$ cat src/rtl/tamagotchi_pkg.sv
// Shared op encoding, action count and scheduler FSM states for the pet stat path.
package tamagotchi_pkg;

  localparam int unsigned NUM_ACTIONS = 6;
  localparam int unsigned OP_W        = 3;
  localparam int unsigned PEND_W      = NUM_ACTIONS + 1;

  typedef logic [OP_W-1:0] op_t;

  localparam op_t OP_DECAY  = 3'd0;
  localparam op_t OP_FEED   = 3'd1;
  localparam op_t OP_PLAY   = 3'd2;
  localparam op_t OP_CLEAN  = 3'd3;
  localparam op_t OP_SLEEP  = 3'd4;
  localparam op_t OP_HEAL   = 3'd5;
  localparam op_t OP_SOCIAL = 3'd6;

  typedef enum logic {
    ST_IDLE  = 1'b0,
    ST_ISSUE = 1'b1
  } state_t;

  // Map a button index (0 = feed .. 5 = socialize) to its command op.
  function automatic op_t action_op(input logic [2:0] idx);
    case (idx)
      3'd0:    action_op = OP_FEED;
      3'd1:    action_op = OP_PLAY;
      3'd2:    action_op = OP_CLEAN;
      3'd3:    action_op = OP_SLEEP;
      3'd4:    action_op = OP_HEAL;
      default: action_op = OP_SOCIAL;
    endcase
  endfunction

endpackage

$ cat src/rtl/btn_sync_edge.sv
// Two-flop synchronizer followed by a rising-edge detector, one lane per input bit.
module btn_sync_edge #(
  parameter int unsigned WIDTH = 1
) (
  input  logic             clk,
  input  logic             rst_n,
  input  logic [WIDTH-1:0] din,
  output logic [WIDTH-1:0] rise_c
);

  logic [WIDTH-1:0] meta_q;
  logic [WIDTH-1:0] sync_q;
  logic [WIDTH-1:0] prev_q;

  always_ff @(posedge clk or negedge rst_n) begin
    if (!rst_n) begin
      meta_q <= '0;
      sync_q <= '0;
      prev_q <= '0;
    end else begin
      meta_q <= din;
      sync_q <= meta_q;
      prev_q <= sync_q;
    end
  end

  assign rise_c = sync_q & ~prev_q;

endmodule

$ cat src/rtl/tamagotchi_action_scheduler.sv
// Merges button actions and the periodic decay tick into one valid/ready command stream
// with decay priority, round-robin actions and a post-action cooldown.
module tamagotchi_action_scheduler
  import tamagotchi_pkg::*;
#(
  parameter logic [23:0] TICK_COUNT = 24'd10_000_000,
  parameter logic [15:0] COOLDOWN   = 16'd1000
) (
  input  logic                   clk,
  input  logic                   rst_n,
  input  logic                   ena,
  input  logic [NUM_ACTIONS-1:0] btn,
  output logic                   cmd_valid,
  input  logic                   cmd_ready,
  output logic [OP_W-1:0]        cmd_op,
  output logic [PEND_W-1:0]      pending,
  output logic                   busy,
  output logic                   dropped
);

  logic [NUM_ACTIONS-1:0] rise_c;
  logic [NUM_ACTIONS-1:0] act_pend_c;
  logic [23:0]            tick_q;
  logic [15:0]            cd_q;
  logic [2:0]             last_q;
  state_t                 state_q, state_d;
  logic [PEND_W-1:0]      clr_c, set_c, pend_d;
  logic                   drop_d;
  logic                   hs_c, wrap_c, grant_en_c, found_c;
  logic [3:0]             rr_sum_c;
  op_t                    grant_c, op_d;
  logic                   valid_d;

  btn_sync_edge #(.WIDTH(NUM_ACTIONS)) u_btn_sync (
    .clk    (clk),
    .rst_n  (rst_n),
    .din    (btn),
    .rise_c (rise_c)
  );

  assign busy       = (cd_q != 16'd0);
  assign hs_c       = (state_q == ST_ISSUE) && cmd_ready;
  assign wrap_c     = ena && (tick_q == TICK_COUNT - 24'd1);
  assign act_pend_c = pending[PEND_W-1:1];
  assign grant_en_c = ena && (pending != '0);

  // Request latching: rejection during cooldown, coalescing, and set-beats-clear.
  always_comb begin
    clr_c  = '0;
    set_c  = '0;
    drop_d = 1'b0;
    if (hs_c) clr_c[cmd_op] = 1'b1;
    set_c[0] = wrap_c;
    if (ena && !busy) set_c[PEND_W-1:1] = rise_c;
    if (ena && busy && (rise_c != '0)) drop_d = 1'b1;
    if ((set_c & pending & ~clr_c) != '0) drop_d = 1'b1;
    pend_d = (pending & ~clr_c) | set_c;
  end

  // Decay first, otherwise the first pending action after the last one served.
  always_comb begin
    grant_c  = OP_DECAY;
    found_c  = 1'b0;
    rr_sum_c = '0;
    if (!pending[0]) begin
      for (int unsigned k = 1; k <= NUM_ACTIONS; k++) begin
        rr_sum_c = 4'(last_q) + 4'(k);
        if (rr_sum_c >= 4'(NUM_ACTIONS)) rr_sum_c = rr_sum_c - 4'(NUM_ACTIONS);
        if (!found_c && act_pend_c[3'(rr_sum_c)]) begin
          found_c = 1'b1;
          grant_c = action_op(3'(rr_sum_c));
        end
      end
    end
  end

  always_ff @(posedge clk or negedge rst_n) begin
    if (!rst_n) state_q <= ST_IDLE;
    else        state_q <= state_d;
  end

  always_comb begin
    state_d = state_q;
    case (state_q)
      ST_IDLE:  if (grant_en_c) state_d = ST_ISSUE;
      ST_ISSUE: if (cmd_ready)  state_d = ST_IDLE;
      default:  state_d = ST_IDLE;
    endcase
  end

  always_comb begin
    valid_d = (state_d == ST_ISSUE);
    op_d    = cmd_op;
    if ((state_q == ST_IDLE) && grant_en_c) op_d = grant_c;
  end

  always_ff @(posedge clk or negedge rst_n) begin
    if (!rst_n) begin
      cmd_valid <= 1'b0;
      cmd_op    <= OP_DECAY;
      pending   <= '0;
      dropped   <= 1'b0;
      tick_q    <= '0;
      cd_q      <= '0;
      last_q    <= 3'(NUM_ACTIONS - 1);
    end else begin
      cmd_valid <= valid_d;
      cmd_op    <= op_d;
      pending   <= pend_d;
      dropped   <= drop_d;
      if (ena) tick_q <= wrap_c ? 24'd0 : tick_q + 24'd1;
      if (hs_c && (cmd_op != OP_DECAY)) begin
        cd_q   <= COOLDOWN;
        last_q <= 3'(cmd_op - 3'd1);
      end else if (busy) begin
        cd_q <= cd_q - 16'd1;
      end
    end
  end

endmodule
$ cat config.mk
export PLATFORM = sky130hd
export DESIGN_NAME = tamagotchi_action_scheduler
export DESIGN_NICKNAME = d
export VERILOG_FILES = /design/src/rtl/tamagotchi_pkg.sv /design/src/rtl/btn_sync_edge.sv /design/src/rtl/tamagotchi_action_scheduler.sv
export SDC_FILE = /design/constraint.sdc
export NUM_CORES = 1
export LEC_CHECK = 0
export ABC_AREA = 1
export BUFFER_PORTS_ARGS = -buffer_cell sky130_fd_sc_hd__buf_2
export CAP_MARGIN = 25
export CORE_MARGIN = 2
export CORE_UTILIZATION = 60
export DETAILED_ROUTE_END_ITERATION = 16
export GPL_TIMING_DRIVEN = 0
export PLACE_DENSITY = 0.8
export SYNTH_ARGS = -nofsm -noshare
export SYNTH_HDL_FRONTEND = slang
export SYNTH_SLANG_ARGS = --single-unit
$ cat constraint.sdc
create_clock -name clk -period 5.05 [get_ports clk]
set_input_delay 0.505 -clock clk [delete_from_list [all_inputs] [get_ports clk]]
set_output_delay 0.505 -clock clk [all_outputs]
set_load 0.01 [all_outputs]
==> summary.md <==
| Metric | Value |
|---|---|
| Pwr Density | 657 mW/mm^2 |
| I/O Buffers | 21 |
| Final Skew | ~0.008 ns |
| Clock buffer depth | 2 |
| Async set-reset flop share out of synthesis | 1.00 |
| # IOs | 23 |
| Dominant cell type by area after synthesis | dfrtp_1 |
| Drt pass-1 iters | 5 |
| # nets final | 674 |
| Total number of vias | approximately 4200 |
| Synth top cells by count | nand2_1, inv_1, dfrtp_1, nor2_1, nand3_1 |
| Die Y-Extent | about 92 um |
| Fmax | 299 MHz |
| CTS sink cnt | 73 |
| Post-route core utilization | 0.673 |
| Setup_tns | 0 ns |
| TritonCTS Buffers | 9 |
| Synth Cell Area | around 0.0046 mm^2 |
| # hold bufs at CTS | 0 |
| Final Slew Violations | 0 |
| Number of synthesized flops with an enable pin | 0 |
| CP delay by family, top | simple AND/OR/NAND/NOR gates |
| Vias/cell | 5.51 |
| Synth Register Bits | 73 |
| Hold Path Class | input pin to asynchronous set/reset pin |
| Total power | 3360 uW |
| Top cell type's share of synthesized area | 0.383 |
| Synth area leaders | dfrtp_1, nand2_1, inv_1 |
| Worst path bufs/invs | 5 |
| # diodes | 0 |
| Setup crit start kind | flop |
| Most common cell in the netlist | nand2_1 |
| RSZ-0062 raised after global routing | no |
| Insertion delay to the later sink of the worst-skew pair | 0.35 ns |
| Synthesized area per cell | between 7 and 8 um^2 |
| Placement row count | 32 |
| Post-CTS Resized | 0 |
| WP data required | between 5 and 6 ns |
| Slowest Stage Delay on Critical Path | 0.58 ns |
| Largest net degree at the start of global routing | 74 |
| Hold Fails Final Rpt | 0 |
| Crit end category | flop |
| Cell Chain, Critical Path | buf_6 -> buf_6 -> inv_1 -> clkbuf_1 -> ha_1 -> buf_6 -> o21ai_0 -> nand2_1 -> nand3_1 -> nand3_1 -> nand3_1 -> nand4_1 -> nor2_4 -> a21oi_1 -> o21ai_1 -> nand2_1 |
| Slew @ Worst Pin | between 0.8 and 0.9 ns |
| GP Congestion | 0.878 |
| Reg clk slew, reported paths | roughly 0.080 ns |
| Synth Warn # | 0 |
| Post-CTS Setup Bufs | 0 |
| GR Util All Layers | 0.258 |
| Post-route DRC | 0 |
| Crit-path slowest cell | dfstp_2 |
| Max cap viols | 0 |
| First-pass GRT wire length | roughly 18 mm |
| Clock H-tree levels | 3 |
| CTS tree | built |
| Worst path arrival time | around 3.6 ns |
| Core box area | 0.00761 mm^2 |
| Final period util | 0.662 |
| Total Die Area | 0.00845 mm^2 |
| Cell count after synthesis | around 600 |
| DR WL/cell | 13.7 um |
| Tmin final | roughly 3.3 ns |
| Post-synth top flop | dfrtp_1 |
| Dpl hpwl | ~7.7 mm |
| Initial Util | 0.610 |
| Share of the yosys chip area belonging to registers | 0.394 |
| Initial drt markers | 268 |
| Crit Path Max Fanout | 11 |
| Fin cells | about 760 |
| Critical path type | flop to flop |
| GRT overflow | 0 |
| Fillcell total | 614 |
| Synth unique cells | 43 |
| Antenna violation net count after detailed routing | 0 |
| Syn nets | between 600 and 700 |
| Area grow syn2layout | 10.3% |
| Share of cells above drive strength 1 | 0.144 |
| Number of global-route vias before repair | a little over 4000 |
| Final setup vio count | 0 |
| Status | completed |
| Max_slew headroom | 0.409 |
| Fin Hold WS | around 0.26 ns |
| Pleak | about 0.0026 uW |
| Wirelength, routed | 10.3 mm |
| Peak VDD IR | 347 uV |
| Clock Tree Root | clkbuf_8 |
| DP Cell Count | between 700 and 800 |
| Antenna violations before repair | 0 |
| Die Wd | approximately 92 um |
==> registers in the layout, summed over array words and instances, names as in the netlist <==
signal,cells
cmd_valid,1
u_btn_sync.prev_q,6
u_btn_sync.meta_q,6
tick_q,24
dropped,1
cd_q,16
last_q,3
cmd_op,3
pending,7
u_btn_sync.sync_q,6
==> cells in the final DEF (no fill, tap or decap), drive strengths merged, types with 14 or more instances in the layout <==
master and count:
buf 25, nor3 19, ha 14, a21oi 25
inv 99, nor2 59, o21ai 42, nand3 56
dfrtp 71, nand2 172
==> stage by stage <==
stage,area [um^2],setup slack [ns]
after CTS,5120,1.80
final,5120,1.71
after global placement,4870,1.89
after floorplan,4640,2.33
after detailed placement,4880,1.82
after global routing,5120,1.48
==> report_power, final <==
group / total (uW) / internal (uW) / switching (uW) / leakage, uW
sequential: 830 / 703 / 127 / 0.000855
clock: 557 / 329 / 228 / 0.000124
combinational: 1980 / 664 / 1310 / 0.00162
total: 3360 / 1700 / 1670 / 0.00260
==> layer usage <==
metal / GRT usage / vias to the layer above / routed length, um
li1: - / 2064 / -
met1: 0.302 / 1976 / 4370
met2: 0.460 / 108 / 5210
met3: 0.0509 / 25 / 508
met4: 0.112 / 0 / 252
met5: 0 / - / 0
==> worst paths after layout <==
check                                                  to  slack [ns]  depth (start not counted)                           start
setup / recovery                    cmd_op[2]$_DFFE_PN0P_        1.71                         16           last_q[0]$_DFFE_PN1P_
hold / removal                        cd_q[5]$_DFFE_PN0P_        0.26                          1                           rst_n
setup reg to reg                    cmd_op[2]$_DFFE_PN0P_        1.71                         16           last_q[0]$_DFFE_PN1P_
hold reg to reg            u_btn_sync.sync_q[2]$_DFF_PN0_        0.35                          0  u_btn_sync.meta_q[2]$_DFF_PN0_
max in group asynchronous          tick_q[10]$_DFFE_PN0P_        4.20                          1                           rst_n
min in group clk           u_btn_sync.meta_q[3]$_DFF_PN0_        0.26                          1                          btn[3]
==> cell families (layout without fill, tap and decap cells) <==
| kind of cell | Yosys count | in the layout | synth area share |
|---|---|---|---|
| buffers and inverters | 107 | 144 | 0.0922 |
| XOR/XNOR | 12 | 12 | 0.0226 |
| adder cells (fa/ha/maj) | 14 | 14 | 0.0377 |
| flip-flops | 73 | 73 | 0.394 |
| AO/OA/AOI/OAI | 83 | 83 | 0.108 |
| AND/OR/NAND/NOR | 329 | 329 | 0.345 |
==> layout make-up <==
class                   count  area [um^2]  area share
well taps                 102          128      0.0249
multi-input cells         438         2380       0.466
flip-flops and latches     73         1830       0.357
clock buffers               9          124      0.0242
plain buffers               8         53.8      0.0105
clock inverters             7          118      0.0230
inverters                  99          374      0.0731
repair buffers             21          108      0.0210
Note: power is estimated with default switching activity, not from simulation.
